--- src/rtl/btb_pkg.sv ---
// rtl/btb_pkg.sv - shared constants, FSM encoding and queue entry type for the BTB update path
package btb_pkg;

  localparam int NUM_ENTRIES        = 8;
  localparam int INDEX_W            = 3;
  localparam int DEFAULT_FIFO_DEPTH = 4;
  localparam int XLEN               = 64;

  typedef enum logic [1:0] {
    ST_IDLE  = 2'd0,
    ST_FLUSH = 2'd1,
    ST_DONE  = 2'd2
  } state_t;

  typedef struct packed {
    logic [INDEX_W-1:0] index;
    logic [XLEN-1:0]    tag;
    logic [XLEN-1:0]    target;
  } upd_t;

endpackage

--- src/rtl/btb_update_ctrl_if.sv ---
// rtl/btb_update_ctrl_if.sv - update request handshakes and BTB write port
interface btb_update_ctrl_if;
  import btb_pkg::*;

  logic            br_valid;
  logic            br_ready;
  logic [XLEN-1:0] br_pc;
  logic [XLEN-1:0] br_target;

  logic            jmp_valid;
  logic            jmp_ready;
  logic [XLEN-1:0] jmp_pc;
  logic [XLEN-1:0] jmp_target;

  logic               wr_en;
  logic [INDEX_W-1:0] wr_index;
  logic [XLEN-1:0]    wr_tag;
  logic [XLEN-1:0]    wr_target;
  logic               wr_vbit;

  modport master (
    output br_valid, br_pc, br_target, jmp_valid, jmp_pc, jmp_target,
    input  br_ready, jmp_ready, wr_en, wr_index, wr_tag, wr_target, wr_vbit
  );

  modport slave (
    input  br_valid, br_pc, br_target, jmp_valid, jmp_pc, jmp_target,
    output br_ready, jmp_ready, wr_en, wr_index, wr_tag, wr_target, wr_vbit
  );

endinterface

--- src/rtl/btb_update_fifo.sv ---
// rtl/btb_update_fifo.sv - dual-push, single-pop update queue; push_a lands ahead of push_b
module btb_update_fifo
  import btb_pkg::*;
#(
  parameter  int DEPTH = DEFAULT_FIFO_DEPTH,
  localparam int PW    = (DEPTH > 1) ? $clog2(DEPTH) : 1,
  localparam int CW    = $clog2(DEPTH + 1)
) (
  input  logic          clk,
  input  logic          rst,
  input  logic          clear,
  input  logic          push_a,
  input  upd_t          data_a,
  input  logic          push_b,
  input  upd_t          data_b,
  input  logic          pop,
  output upd_t          head,
  output logic [CW-1:0] count
);

  upd_t          mem [DEPTH];
  logic [PW-1:0] rd_ptr;
  logic [PW-1:0] wr_ptr;
  logic [PW-1:0] wr_ptr_b;
  logic [PW-1:0] wr_ptr_nxt;
  logic          do_pop;

  function automatic logic [PW-1:0] ptr_inc(input logic [PW-1:0] p);
    return (p == PW'(DEPTH - 1)) ? '0 : p + PW'(1);
  endfunction

  assign do_pop = pop && (count != '0);
  assign head   = mem[rd_ptr];

  always_comb begin
    wr_ptr_b   = push_a ? ptr_inc(wr_ptr) : wr_ptr;
    wr_ptr_nxt = push_b ? ptr_inc(wr_ptr_b) : wr_ptr_b;
  end

  always_ff @(posedge clk) begin
    if (rst || clear) begin
      rd_ptr <= '0;
      wr_ptr <= '0;
      count  <= '0;
    end else begin
      wr_ptr <= wr_ptr_nxt;
      if (do_pop) begin
        rd_ptr <= ptr_inc(rd_ptr);
      end
      count <= count + CW'(push_a) + CW'(push_b) - CW'(do_pop);
    end
  end

  // Storage needs no reset: an empty count makes stale contents unreachable.
  always_ff @(posedge clk) begin
    if (push_a) begin
      mem[wr_ptr] <= data_a;
    end
    if (push_b) begin
      mem[wr_ptr_b] <= data_b;
    end
  end

endmodule

--- src/rtl/btb_update_ctrl.sv ---
// rtl/btb_update_ctrl.sv - queues branch/jump BTB updates and walks all entries invalid on flush
module btb_update_ctrl
  import btb_pkg::*;
#(
  parameter int LOWER      = 5,
  parameter int FIFO_DEPTH = DEFAULT_FIFO_DEPTH
) (
  input  logic clk,
  input  logic rst,
  input  logic en,
  input  logic flush_req,
  output logic flush_busy,
  output logic flush_done,
  btb_update_ctrl_if.slave bus
);

  localparam int CW = $clog2(FIFO_DEPTH + 1);

  state_t             state;
  logic [INDEX_W-1:0] walk_idx;
  logic [CW-1:0]      count;
  upd_t               head;
  upd_t               jmp_entry;
  upd_t               br_entry;
  logic               idle_go;
  logic               jmp_push;
  logic               br_push;
  logic               pop;
  logic               flush_start;

  // A flush request closes the request side in the same cycle it is seen.
  assign idle_go     = en && (state == ST_IDLE) && !flush_req;
  assign flush_start = en && (state == ST_IDLE) && flush_req;

  assign bus.jmp_ready = idle_go && (count < CW'(FIFO_DEPTH));
  assign bus.br_ready  = idle_go &&
                         ((count < CW'(FIFO_DEPTH - 1)) ||
                          ((count == CW'(FIFO_DEPTH - 1)) && !bus.jmp_valid));

  assign jmp_push = bus.jmp_valid && bus.jmp_ready;
  assign br_push  = bus.br_valid && bus.br_ready;
  assign pop      = idle_go && (count != '0);

  assign flush_busy = (state != ST_IDLE);
  assign flush_done = (state == ST_DONE);

  always_comb begin
    jmp_entry = '{index: INDEX_W'(bus.jmp_pc[LOWER-1:2]), tag: bus.jmp_pc, target: bus.jmp_target};
    br_entry  = '{index: INDEX_W'(bus.br_pc[LOWER-1:2]),  tag: bus.br_pc,  target: bus.br_target};
  end

  btb_update_fifo #(.DEPTH(FIFO_DEPTH)) u_fifo (
    .clk    (clk),
    .rst    (rst),
    .clear  (flush_start),
    .push_a (jmp_push),
    .data_a (jmp_entry),
    .push_b (br_push),
    .data_b (br_entry),
    .pop    (pop),
    .head   (head),
    .count  (count)
  );

  always_ff @(posedge clk) begin
    if (rst) begin
      state         <= ST_IDLE;
      walk_idx      <= '0;
      bus.wr_en     <= 1'b0;
      bus.wr_vbit   <= 1'b0;
      bus.wr_index  <= '0;
      bus.wr_tag    <= '0;
      bus.wr_target <= '0;
    end else begin
      bus.wr_en <= 1'b0;
      if (en) begin
        unique case (state)
          ST_IDLE: begin
            if (flush_req) begin
              state    <= ST_FLUSH;
              walk_idx <= '0;
            end else if (pop) begin
              bus.wr_en     <= 1'b1;
              bus.wr_vbit   <= 1'b1;
              bus.wr_index  <= head.index;
              bus.wr_tag    <= head.tag;
              bus.wr_target <= head.target;
            end
          end
          ST_FLUSH: begin
            bus.wr_en     <= 1'b1;
            bus.wr_vbit   <= 1'b0;
            bus.wr_index  <= walk_idx;
            bus.wr_tag    <= '0;
            bus.wr_target <= '0;
            walk_idx      <= walk_idx + INDEX_W'(1);
            if (walk_idx == INDEX_W'(NUM_ENTRIES - 1)) begin
              state <= ST_DONE;
            end
          end
          ST_DONE: state <= ST_IDLE;
          default: state <= ST_IDLE;
        endcase
      end
    end
  end

endmodule

--- src/flat_wrapper.sv ---
// flat-port wrapper written by rule: the top's interface ports become plain ports
module btb_update_ctrl_flat import btb_pkg::*;
#(
  parameter int LOWER      = 5,
  parameter int FIFO_DEPTH = DEFAULT_FIFO_DEPTH
)
  (clk, rst, en, flush_req, flush_busy, flush_done, bus_br_valid, bus_br_pc, bus_br_target, bus_jmp_valid, bus_jmp_pc, bus_jmp_target, bus_br_ready, bus_jmp_ready, bus_wr_en, bus_wr_index, bus_wr_tag, bus_wr_target, bus_wr_vbit);
  btb_update_ctrl_if bus_i ();
  input  logic clk;
  input  logic rst;
  input  logic en;
  input  logic flush_req;
  output logic flush_busy;
  output logic flush_done;
  input wire logic [$bits(bus_i.br_valid)-1:0] bus_br_valid;
  input wire logic [$bits(bus_i.br_pc)-1:0] bus_br_pc;
  input wire logic [$bits(bus_i.br_target)-1:0] bus_br_target;
  input wire logic [$bits(bus_i.jmp_valid)-1:0] bus_jmp_valid;
  input wire logic [$bits(bus_i.jmp_pc)-1:0] bus_jmp_pc;
  input wire logic [$bits(bus_i.jmp_target)-1:0] bus_jmp_target;
  output wire logic [$bits(bus_i.br_ready)-1:0] bus_br_ready;
  output wire logic [$bits(bus_i.jmp_ready)-1:0] bus_jmp_ready;
  output wire logic [$bits(bus_i.wr_en)-1:0] bus_wr_en;
  output wire logic [$bits(bus_i.wr_index)-1:0] bus_wr_index;
  output wire logic [$bits(bus_i.wr_tag)-1:0] bus_wr_tag;
  output wire logic [$bits(bus_i.wr_target)-1:0] bus_wr_target;
  output wire logic [$bits(bus_i.wr_vbit)-1:0] bus_wr_vbit;
  assign bus_i.br_valid = bus_br_valid;
  assign bus_i.br_pc = bus_br_pc;
  assign bus_i.br_target = bus_br_target;
  assign bus_i.jmp_valid = bus_jmp_valid;
  assign bus_i.jmp_pc = bus_jmp_pc;
  assign bus_i.jmp_target = bus_jmp_target;
  assign bus_br_ready = bus_i.br_ready;
  assign bus_jmp_ready = bus_i.jmp_ready;
  assign bus_wr_en = bus_i.wr_en;
  assign bus_wr_index = bus_i.wr_index;
  assign bus_wr_tag = bus_i.wr_tag;
  assign bus_wr_target = bus_i.wr_target;
  assign bus_wr_vbit = bus_i.wr_vbit;
  btb_update_ctrl #(.LOWER(LOWER), .FIFO_DEPTH(FIFO_DEPTH)) u_core (.clk(clk), .rst(rst), .en(en), .flush_req(flush_req), .flush_busy(flush_busy), .flush_done(flush_done), .bus(bus_i));
endmodule
--- config.mk ---
export PLATFORM = sky130hd
export DESIGN_NAME = btb_update_ctrl_flat
export DESIGN_NICKNAME = d
export VERILOG_FILES = /design/src/rtl/btb_pkg.sv /design/src/rtl/btb_update_ctrl_if.sv /design/src/rtl/btb_update_fifo.sv /design/src/rtl/btb_update_ctrl.sv /design/src/flat_wrapper.sv
export SDC_FILE = /design/constraint.sdc
export NUM_CORES = 1
export LEC_CHECK = 0
export BUFFER_PORTS_ARGS = -buffer_cell sky130_fd_sc_hd__buf_4
export CORE_MARGIN = 2
export CORE_UTILIZATION = 58
export CTS_BUF_LIST = sky130_fd_sc_hd__clkbuf_4 sky130_fd_sc_hd__clkbuf_8 sky130_fd_sc_hd__clkbuf_16
export DETAILED_ROUTE_END_ITERATION = 7
export PLACE_DENSITY = 0.8
export SLEW_MARGIN = 20
export SYNTH_ARGS = -nofsm -noshare
export SYNTH_HDL_FRONTEND = slang
export SYNTH_SLANG_ARGS = --single-unit
--- constraint.sdc ---
create_clock -name clk -period 7.4 [get_ports clk]
set_input_delay 1.11 -clock clk [delete_from_list [all_inputs] [get_ports clk]]
set_output_delay 1.11 -clock clk [all_outputs]
set_load 0.02 [all_outputs]
# Yosys cells after proc, flatten, opt, wreduce, memory -nomap -nowiden
# Memories as Yosys holds them, arrays and structs flattened. A register that Yosys moved wholly into a read port is not among the register bits.
# Index checks and enable logic that the tools add are counted.
# classes
n_addsub,7
n_lt_le_gt_ge,2
eq_ne,11
muxes,31
bitwise_logic,1
n_reduce_logical,22
# ops
operator,count
$mux W64,4
$pmux W64 S2,2
$mux W2,9
$pmux W3 S2,2
$logic_and A1 B1 Y1,10
$mux W3,3
$eq A2 B2 Y1 const B,4
$mux W1,8
$add A2 B1 Y2 const B,3
$add A3 B1 Y3,2
$ne A2 B2 Y1 const B,3
$reduce_and A3 Y1,2
$pmux W1 S2,2
$pmux W2 S2,1
$reduce_and A4 Y1,1
$reduce_bool A2 Y1,2
$add A3 B1 Y3 const B,1
$eq A3 B2 Y1 const B,1
$eq A3 B3 Y1 const B,1
$lt A3 B2 Y1 const B,1
$lt A3 B3 Y1 const B,1
$reduce_bool A3 Y1,1
$sub A3 B1 Y3,1
$eq A2 B1 Y1 const B,1
6 further kinds,8
# word_totals
ff_bits,145
mem_bits_rw,524
input_bits,262
mem_count,1
# memory_table
name,words,width,read_ports,rd_clocked_by_memory_dff,write_ports,line,text
u_core.u_fifo.mem,4,131,1,1,2,btb_update_fifo.sv:21,upd_t mem [DEPTH];

# Logic depth before layout (Yosys ltp)
# logic_depth
depth_word,9
mapped_depth,11

# Cells and area by module
# A second synthesis with hierarchy kept.
# hier_totals
cells_unflattened,1675
area_unflattened_um2,30543.0
# modules_own_cells
module,instances,cells_per_inst,area_each_um2,seq_area_each_um2
btb_update_fifo,1,1326,25909.8,15915.3
btb_update_ctrl,1,349,4633.2,2762.6

# Least setup slack after synthesis
# No wires, ideal clock.
# synth_timing
path_type,input-to-reg
from,in flush_req
to,"mem u_core.u_fifo.mem[0][0] in the netlist's numbering, enable pin"
arrival_time_ps,4641
slack_ps,1645
stages,10
n_path_buf,3
cell_sequence,nor4b_4 -> and2_1 -> clkbuf_1 -> a21o_1 -> inv_1 -> ha_1 -> nand2_2 -> buf_6 -> buf_4 -> nand2_1
# synth_rtl
item,line,text
"start, declared",flat_wrapper.sv:12,input logic flush_req;
"end, declared",btb_update_fifo.sv:21,

==> flow_summary_export.csv <==
group,metric,value,unit
run_status,outcome,"finished, final reports clean",
sta,finalSetupViolCount,0,
grt,grt_max_degree,83,
pwr,p_total,8.70,mW
synthesis,yosysSeqAreaShare,60.8,%
synthesis,ys_types,37,
cts,cts_buffers,69,
layout,fin_nets,2432,
layout,drive_gt1_share,34.9,%
synthesis,synth_flop_cell,"edfxtp_1",
synthesis,yosys_warnings,0,
worst_setup_path,crit_fanout,80,
placed_design,place_congestion,0.803,
sta,rsz0062_at_grt,"no",
job,maxCapViolCount,0,
route,vias_per_cell,6.16,
route,drt_iter0_markers,1464,
sta,tightest_slew,1.12,ns
worst_setup_path,end_kind,"flop",
route,drt-total-wl,75.9,mm
grt,overflow,0,
floorplan,rows,83,
synthesis,synthArstFlopShare,0,%
synthesis,avgSynthCellArea,16.8,sq um
floorplan,die_area,0.0538,sq mm
route,antenna_left,0,
route,routedWlPerCell,26.2,um
cts,post-cts-setup-buffers,0,
sta,tns,0,ns
sta,fin_worst_skew,0.0235,ns
cts,clock_path_buffers,3,
floorplan,start_util,58.7,%
floorplan,die_h,232,um
sta,max_slew_margin,25.2,%
cts,cts-resized-gates,0,
pwr,p_leak,12.6,nW
route,dr.pass1.iters,5,
pwr,power_density,244,mW/mm^2
sta,slew_viol_final,0,
worst_setup_path,crit_type,"in -> reg",
grt,grt_pass1_vias,18800,
synthesis,postSynthCellCount,1796,
cts,cts.clk_slew.worst_paths,0.06,ns
floorplan,coreArea,0.0513,sq mm
pwr,ir_drop,0.000182,V
floorplan,ioPinCount,399,
route,drc,0,
worst_setup_path,critPathLaunchType,"input port",
sta,finalCriticalPeriod,4.40,ns
cts,htree_levels,3,
sta,finalCritPeriodShare,59.5,%
cts,cts_tree,"built",
route,vias,17800,
cts,cts.sinks,659,
cts,clk-insertion-delay-late,0.60,ns
sta,max_freq,227,MHz
sta,hold_viol_final,0,
synthesis,synth_area,0.0301,sq mm
synthesis,synth_nets,2073,
placed_design,hpwl,42.9,mm
grt,grt_pass1_wl,113,mm
cts,cts_root_buf,"clkbuf_16",
worst_hold_path,worstHoldPathType,"reg -> reg",
worst_setup_path,worstPathArrival,4.62,ns
worst_setup_path,cp_data_required_time,7.62,ns
synthesis,yosys_register_bits,659,
cts,postCtsHoldBufs,0,
placed_design,io_buffer_count,398,
grt,antenna_found_initial,18,
layout,area_delta_synth_final,18.2,%
synthesis,synth_edf_count,512,
grt,grtUsageTotal,28.1,%
floorplan,die_w,232,um
-- layout make-up --
type,instances,area (sq um)
Multi-Input combinational cell,992,10900
Antenna cell,6,15.0
Tap cell,680,851
Fill cell,3447,15700
Timing Repair Buffer,419,3200
Clock buffer,101,2110
Sequential cell,659,18300
Inverter,14,52.6
Clock inverter,23,180
-- logic make-up (layout without fill, tap and decap cells) --
group                    Yosys count  in the layout  share of synthesized area [%]
multiplexers                     644            644                           28.8
adder cells (fa/ha/maj)           15             15                          0.673
XOR/XNOR                           1              1                         0.0291
AND/OR/NAND/NOR                  183            183                           2.61
flip-flops                       659            659                           60.8
AO/OA/AOI/OAI                    149            149                           3.67
buffers and inverters            145            557                           3.40
other                              0              6                              0
-- path summary, 6_finish.rpt --
path	start	to	slack (ns)	depth (start not counted)
setup / recovery	flush_req	u_core.u_fifo.mem[1][84]$_DFFE_PP_	3.00	8
hold / removal	u_core.bus.wr_tag[4]$_SDFFE_PP0P_	u_core.bus.wr_tag[4]$_SDFFE_PP0P_	0.51	2
setup reg to reg	u_core.state[0]$_SDFFE_PP0P_	u_core.u_fifo.mem[1][84]$_DFFE_PP_	3.11	7
hold reg to reg	u_core.bus.wr_tag[4]$_SDFFE_PP0P_	u_core.bus.wr_tag[4]$_SDFFE_PP0P_	0.51	2
-- sequential cells by signal, summed over array words and instances (netlist names), named ones only --
signal                flops
u_core.u_fifo.wr_ptr      2
u_core.u_fifo.rd_ptr      2
u_core.bus.wr_index       3
u_core.bus.wr_target     64
u_core.u_fifo.count       3
u_core.bus.wr_tag        64
u_core.state              2
u_core.walk_idx           3
u_core.u_fifo.mem       512
u_core.bus.wr_vbit        1
u_core.bus.wr_en          1
-- cells in the mapped netlist (all sizes together), types with 2 or more instances --
| master | number | area, sq um |
|---|---|---|
| edfxtp | 512 | 15400 |
| mux2 | 512 | 5770 |
| dfxtp | 147 | 2940 |
| nor2 | 140 | 526 |
| mux4 | 128 | 2880 |
| a22oi | 127 | 953 |
| buf | 98 | 850 |
| clkbuf | 33 | 124 |
| nand2 | 21 | 88.8 |
| inv | 14 | 52.6 |
| a21oi | 13 | 65.1 |
| ha | 13 | 163 |
| nor2b | 5 | 31.3 |
| or2 | 5 | 31.3 |
| mux2i | 4 | 40.0 |
| a221oi | 3 | 26.3 |
| nand2b | 3 | 18.8 |
| and2 | 2 | 12.5 |
| fa | 2 | 40.0 |
| nand3 | 2 | 15.0 |
-- routing by layer --
metal	vias to the layer above	global-route usage (%)	wire, um
met4	24	10.5	2520
met2	643	45.8	37000
li1	7837	-	-
met3	165	8.41	6810
met1	9155	35.7	29400
met5	-	0	157
-- placed cells by master (no fill, tap or decap), types with 10 or more instances in the layout --
master / count
mux4_2: 128
inv_1: 14
clkbuf_4: 17
a22oi_1: 127
mux2_2: 90
nand2_1: 13
dfxtp_1: 145
clkinv_1: 10
nor2_1: 140
mux2_1: 422
clkbuf_16: 73
clkbuf_8: 11
ha_1: 13
buf_4: 415
edfxtp_1: 512
a21oi_1: 13
-- metrics by stage --
stage               utilization [%]  hold slack (ns)  cell area, sq um  setup WS, ns  cells
floorplan                         -            0.492             30100          1.65   1796
global placement               64.9            0.474             33300          2.32   2763
detailed placement             64.9            0.490             33300          2.34   2763
CTS                            69.4            0.513             35600          2.97   2887
global route                   69.4            0.526             35600          2.74   2893
finish                         69.4            0.507             35600          3.00   2894
-- critical path, stage by stage --
cell	delay [ns]
buf_4	0.13
nor4b_4	0.29
and2_1	0.30
a21o_1	0.20
ha_1	0.26
nand2_8	0.48
nand2_4	0.93
buf_4	0.81
-- report_power, final --
part	internal (mW)	switching [mW]	leakage, nW
combinational	0.454	0.534	5.62
sequential	4.16	0.0657	5.83
clock	2.08	1.41	1.15
total	6.69	2.01	12.6
Power figures use the tool's default switching activity.
